--- src/rtl/example_apb_regs.sv ---
// example_apb_regs
// APB slave with nine 32-bit read/write registers (word indices 0..8),
// a configurable number of wait states, byte strobes, a flat register image
// output and a one-cycle write strobe per register.
//
// Optional build macro: EXAMPLE_APB_REGS_PSLVERR_EN
//   defined   -> pslverr=1 in the completion cycle of any unmapped access
//   undefined -> pslverr is tied to 0; unmapped accesses complete silently

module example_apb_regs #(
    parameter int WAIT_STATES = 1
) (
    input  logic         clk,
    input  logic         reset,
    input  logic         psel,
    input  logic         penable,
    input  logic         pwrite,
    input  logic [31:0]  paddr,
    input  logic [31:0]  pwdata,
    input  logic [3:0]   pstrb,
    output logic [31:0]  prdata,
    output logic         pready,
    output logic         pslverr,
    output logic [287:0] regs_o,
    output logic [8:0]   wr_pulse
);

    localparam int NUM_REGS = 9;

    // Wait counter start value; the counter is 2 bits wide (WAIT_STATES 0..3).
    localparam logic [1:0] WAIT_LOAD = (WAIT_STATES > 0) ? 2'(WAIT_STATES - 1) : 2'd0;

    typedef enum logic [1:0] {
        S_IDLE = 2'd0,
        S_WAIT = 2'd1,
        S_RESP = 2'd2
    } state_t;

    // ------------------------------------------------------------------
    // Helper functions
    // ------------------------------------------------------------------

    // Address decode: upper bits must be zero and the word index in 0..8.
    function automatic logic is_hit(input logic [31:0] addr);
        return (addr[31:6] == 26'd0) && (addr[5:2] < 4'(NUM_REGS));
    endfunction

    // Register values after reset (reg5/reg6 are never reset).
    function automatic logic [31:0] reset_value(input int n);
        case (n)
            1, 2, 3: return 32'h0000_0001;
            4:       return 32'h0000_000C;
            default: return 32'h0000_0000;
        endcase
    endfunction

    // Replace only the byte lanes whose strobe bit is set.
    function automatic logic [31:0] merge_bytes(input logic [31:0] old_val,
                                                input logic [31:0] new_val,
                                                input logic [3:0]  strb);
        logic [31:0] result;
        result = old_val;
        for (int b = 0; b < 4; b++) begin
            if (strb[b]) result[8*b +: 8] = new_val[8*b +: 8];
        end
        return result;
    endfunction

    // ------------------------------------------------------------------
    // State and captured transfer attributes
    // ------------------------------------------------------------------
    state_t                       state;
    logic [1:0]                   wait_cnt;
    logic [3:0]                   idx_q;
    logic                         hit_q;
    logic                         write_q;
    logic [31:0]                  wdata_q;
    logic [3:0]                   strb_q;
    logic [NUM_REGS-1:0][31:0]    reg_vals;

    logic        start;
    logic        live_hit;
    logic        enter_resp;
    logic        resp_hit;
    logic        resp_write;
    logic [31:0] resp_rdata;
    logic        commit;
    logic        unused_addr_bits;

    // Byte offset within a word has no meaning for this block.
    assign unused_addr_bits = ^paddr[1:0];

    assign start    = (state == S_IDLE) && psel && penable;
    assign live_hit = is_hit(paddr);

    // The RESP cycle is entered either straight from IDLE (no wait states)
    // or from WAIT once the counter has expired and psel is still held.
    assign enter_resp = (start && (WAIT_STATES == 0)) ||
                        ((state == S_WAIT) && psel && (wait_cnt == 2'd0));

    // Write commits on the RESP->IDLE edge, so the new value and the strobe
    // both become visible in the cycle after RESP.
    assign commit = (state == S_RESP) && write_q && hit_q;

    // Select the attributes of the transfer about to enter RESP: live bus
    // values when coming straight from IDLE, captured values otherwise.
    always_comb begin
        // NOTE: every output of a combinational block gets a default first so no latch is inferred.
        resp_hit   = hit_q;
        resp_write = write_q;
        resp_rdata = '0;
        if (state == S_IDLE) begin
            resp_hit   = live_hit;
            resp_write = pwrite;
            if (live_hit) resp_rdata = reg_vals[paddr[5:2]];
        end else if (hit_q) begin
            resp_rdata = reg_vals[idx_q];
        end
    end

    // Transfer FSM with registered pready/prdata and write strobes.
    always_ff @(posedge clk) begin
        if (reset) begin
            state    <= S_IDLE;
            wait_cnt <= '0;
            pready   <= 1'b0;
            prdata   <= '0;
            wr_pulse <= '0;
            idx_q    <= '0;
            hit_q    <= 1'b0;
            write_q  <= 1'b0;
            wdata_q  <= '0;
            strb_q   <= '0;
        end else begin
            // NOTE: sequential state uses non-blocking assignments so every register samples pre-edge values.
            pready   <= 1'b0;
            prdata   <= '0;
            wr_pulse <= '0;

            if (enter_resp) begin
                pready <= 1'b1;
                prdata <= resp_write ? 32'd0 : resp_rdata;
            end

            unique case (state)
                S_IDLE: begin
                    if (start) begin
                        idx_q   <= paddr[5:2];
                        hit_q   <= live_hit;
                        write_q <= pwrite;
                        wdata_q <= pwdata;
                        strb_q  <= pstrb;
                        if (WAIT_STATES == 0) begin
                            state <= S_RESP;
                        end else begin
                            state    <= S_WAIT;
                            wait_cnt <= WAIT_LOAD;
                        end
                    end
                end
                S_WAIT: begin
                    if (!psel) begin
                        state <= S_IDLE;
                    end else if (wait_cnt == 2'd0) begin
                        state <= S_RESP;
                    end else begin
                        wait_cnt <= wait_cnt - 2'd1;
                    end
                end
                S_RESP: begin
                    state <= S_IDLE;
                    if (commit) wr_pulse <= 9'd1 << idx_q;
                end
                default: state <= S_IDLE;
            endcase
        end
    end

    // ------------------------------------------------------------------
    // Register bank
    // ------------------------------------------------------------------
    for (genvar n = 0; n < NUM_REGS; n++) begin : g_reg
        logic        wr_en;
        logic [31:0] q;

        assign wr_en       = commit && (idx_q == 4'(n));
        assign reg_vals[n] = q;

        if (n == 5 || n == 6) begin : g_noreset
            // Storage-only register; contents are undefined until first written.
            // NOTE: leaving storage without reset is deliberate; only control state must be reset.
            always_ff @(posedge clk) begin
                if (wr_en) q <= merge_bytes(q, wdata_q, strb_q);
            end
        end else begin : g_withreset
            // Register with a defined reset value.
            always_ff @(posedge clk) begin
                if (reset) begin
                    q <= reset_value(n);
                end else if (wr_en) begin
                    q <= merge_bytes(q, wdata_q, strb_q);
                end
            end
        end
    end

    assign regs_o = reg_vals;

    // ------------------------------------------------------------------
    // Error response
    // ------------------------------------------------------------------
`ifdef EXAMPLE_APB_REGS_PSLVERR_EN
    // Flag unmapped accesses in their completion cycle.
    always_ff @(posedge clk) begin
        if (reset) begin
            pslverr <= 1'b0;
        end else begin
            pslverr <= enter_resp && !resp_hit;
        end
    end
`else
    assign pslverr = 1'b0;
`endif

endmodule

--- config.mk ---
export PLATFORM = sky130hd
export DESIGN_NAME = example_apb_regs
export DESIGN_NICKNAME = d
export VERILOG_FILES = /design/src/rtl/example_apb_regs.sv
export SDC_FILE = /design/constraint.sdc
export NUM_CORES = 1
export LEC_CHECK = 0
export ABC_AREA = 1
export CAP_MARGIN = 20
export CORE_UTILIZATION = 51
export DETAILED_ROUTE_END_ITERATION = 6
export HOLD_SLACK_MARGIN = 0.06
export PLACE_DENSITY = 0.83
export SLEW_MARGIN = 5
export SYNTH_ARGS = -nofsm -noshare
export SYNTH_HDL_FRONTEND = slang
export SYNTH_SLANG_ARGS = --single-unit
--- constraint.sdc ---
create_clock -name clk -period 2.65 [get_ports clk]
set_input_delay 0.53 -clock clk [delete_from_list [all_inputs] [get_ports clk]]
set_output_delay 0.53 -clock clk [all_outputs]
set_load 0.05 [all_outputs]
==> metrics.txt, run 1 <==
PwrDens 530 mW/mm^2; clk sinks 376; Initial DRT Pass Iterations 7; post-CTS sizing 0; crit start category flip-flop; DRC 65; CP cell instances clkdlybuf4s50_1; Initial DRC Count 2677; Core ar. 0.0357 mm^2; mapped cell area 0.0185 mm^2; hold buffer count at CTS 0; Worst-Skew Late Latency 580 ps; post-synth top area share 0.337; IO Pins 404; IO Port Bufs 400; Final setup viols 0; Crit Reg-Reg Startpoint idx_q[1]$_SDFFE_PP0P_; cell with the most instances after synthesis nand2_1; delay-heaviest family, CP buffers and inverters; Buf/Inv on CP 1; DIE WIDTH 193 um; wire per inst 21.2 um; final core utilization 0.680; Setup CP Type reg -> out; CTS tree done; antenna-violating nets left 0; fin crit share 0.929; CP required 2120 ps; DIE AREA 0.0371 mm^2; GPL Wtd Cong 0.933; Area Overhead vs Synth 30.8%; syn avg cell area 6.71 um^2; Worst-Margin Slew 1050 ps; Hold Crit Class in -> reg; Tmin final 2460 ps; Final Hold Viols 0; failing checks DRC; post-CTS setup buffer count 0; Rel. slew slack 0.301; worst-path fanout max 4; hold_sp reset; row count 69; Seq/Total Area, Yosys 0.440; status finished with violations; Netlist cell types 33; Synth Instances 2762; Yosys top cell by area dfxtp_1; first-pass GRT wire length 113 mm; drt via density 6.03; pin count of the biggest net entering global routing 130; fraction of layout cells with a size suffix above 1 0.0547; Critical Path End Type output port; VDD IR-drop max 0.000446 V; Max H-tree Level 2; Main synth FF type dfxtp_1; Worst-path clk slew 60 ps; vias 21.5k; slowest stage cell, crit path clkdlybuf4s50_1; max-slew violation count 0; Starting Density 0.520; max_cap viols 0; P_leak 9.07 nW; Post-synth top cells nand2_1, nand3_1, dfxtp_1; nets 3149; RSZ-0062 raised after global routing false; Net Count, Synth 2836; critical path startpoint g_reg[1].q[31]$_SDFFE_PP0P_; GRT Residual Overflow 0; all-layer global routing usage 0.400; max incr delay on CP 870 ps; Die Ht 193 um; vias in the first global route 20.2k; synth warn 0; Max clock buf depth 3; final WL 75.8 mm; CTS buffer count 41; Sum Neg Setup Slack 0 ps; max frequency 0.406 GHz; clk_skew 23.8 ps; #FFs+latches synth 376; top cells by area, synth dfxtp_1, nand2_1, edfxtp_1, nand3_1, a21oi_1; HPWL after detailed placement 48.8 mm; WP data arrival 1930 ps; CTS root buf clkbuf_16; async set or reset register ratio after synthesis 0; EDFF count, synth 64; initial antenna violation count 1
area by class of cell:
class	count	area, um^2
clock inverter	19	130
inverter	139	528
timing repair buffer	462	4570
antenna	1	2.50
tap	461	577
multi-input combinational	2055	9060
sequential	376	8170
fill	2937	11400
clock buffer	57	1210
placed cells by master (no fill, tap or decap), types with 3 or more instances in the layout:
master and n:
clkbuf_16 45, a21oi_1 308, clkbuf_1 8, o21ai_0 208, clkinv_1 6, o21ai_1 6, nand3_1 370, nand2_2 6
clkdlybuf4s50_1 396, nor2_2 4, buf_4 55, nor2_4 12, nor3_1 3, nand4_1 3, dfxtp_1 310, nor2_1 59
edfxtp_1 64, inv_2 8, clkinv_2 8, clkinvlp_4 5, o211ai_1 4, clkbuf_8 4, inv_1 127, nand2_1 1057
buf_12 9
state kept, by name (all words and copies together), names as in the netlist:
| register | count |
|---|---|
| wr_pulse | 9 |
| wdata_q | 32 |
| prdata | 32 |
| strb_q | 4 |
| g.q | 288 |
| idx_q | 4 |
| pready | 1 |
| wait_cnt | 2 |
| state | 2 |
| hit_q | 1 |
| write_q | 1 |
kinds of logic (layout without fill, tap and decap cells):
kind of cell             count (synthesis)  count (layout)  share of synthesized area
other                                    1               2                   0.000202
AO/OA/AOI/OAI                          528             528                      0.143
buffers and inverters                  331             677                     0.0731
adder cells (fa/ha/maj)                  1               1                   0.000675
flip-flops                             376             376                      0.440
AND/OR/NAND/NOR                       1525            1525                      0.342
metal layers:
| metal | wire length (um) | track usage | vias to the layer above |
|---|---|---|---|
| li1 | - | - | 9660 |
| met2 | 33400 | 0.614 | 1830 |
| met1 | 26600 | 0.497 | 9668 |
| met4 | 4460 | 0.260 | 0 |
| met3 | 11400 | 0.103 | 374 |
| met5 | 0 | 0 | - |
worst paths after layout:
| kind | endpoint | slack, ps | cells past startpoint |
|---|---|---|---|
| setup / recovery | regs_o[63] | 190 | 1 |
| hold / removal | state[1]$_SDFFE_PP0P_ | 400 | 2 |
| setup reg to reg | g_reg[1].q[9]$_SDFFE_PP0P_ | 200 | 7 |
| hold reg to reg | wait_cnt[1]$_SDFFE_PP0P_ | 470 | 2 |
through the flow:
step                      hold slack (ps)  power [mW]  area, um^2  instances  worst slack (ps)
after floorplan                       443        6.70       18500       2762               713
after global placement                452        7.14       22900       3493               327
after detailed placement              459        7.17       22900       3493               265
after CTS                             385        12.8       24200       3569               191
after global routing                  416        13.2       24300       3570              50.4
final                                 403        12.9       24300       3570               188
power breakdown:
group | internal, mW | switching, mW | total, mW
registers | 5.86 | 0.116 | 5.97
clock network | 3.30 | 2.47 | 5.77
logic | 0.319 | 0.807 | 1.13
(Power assumes the default switching activity.)
==> run 2: changes to the inputs <==
ABC_CLOCK_PERIOD_IN_PS = 2650   (was unset)
SLEW_MARGIN = unset   (was 5)
==> results of run 2 <==
Final layout, timing and power as in run 1 (identical DEF).
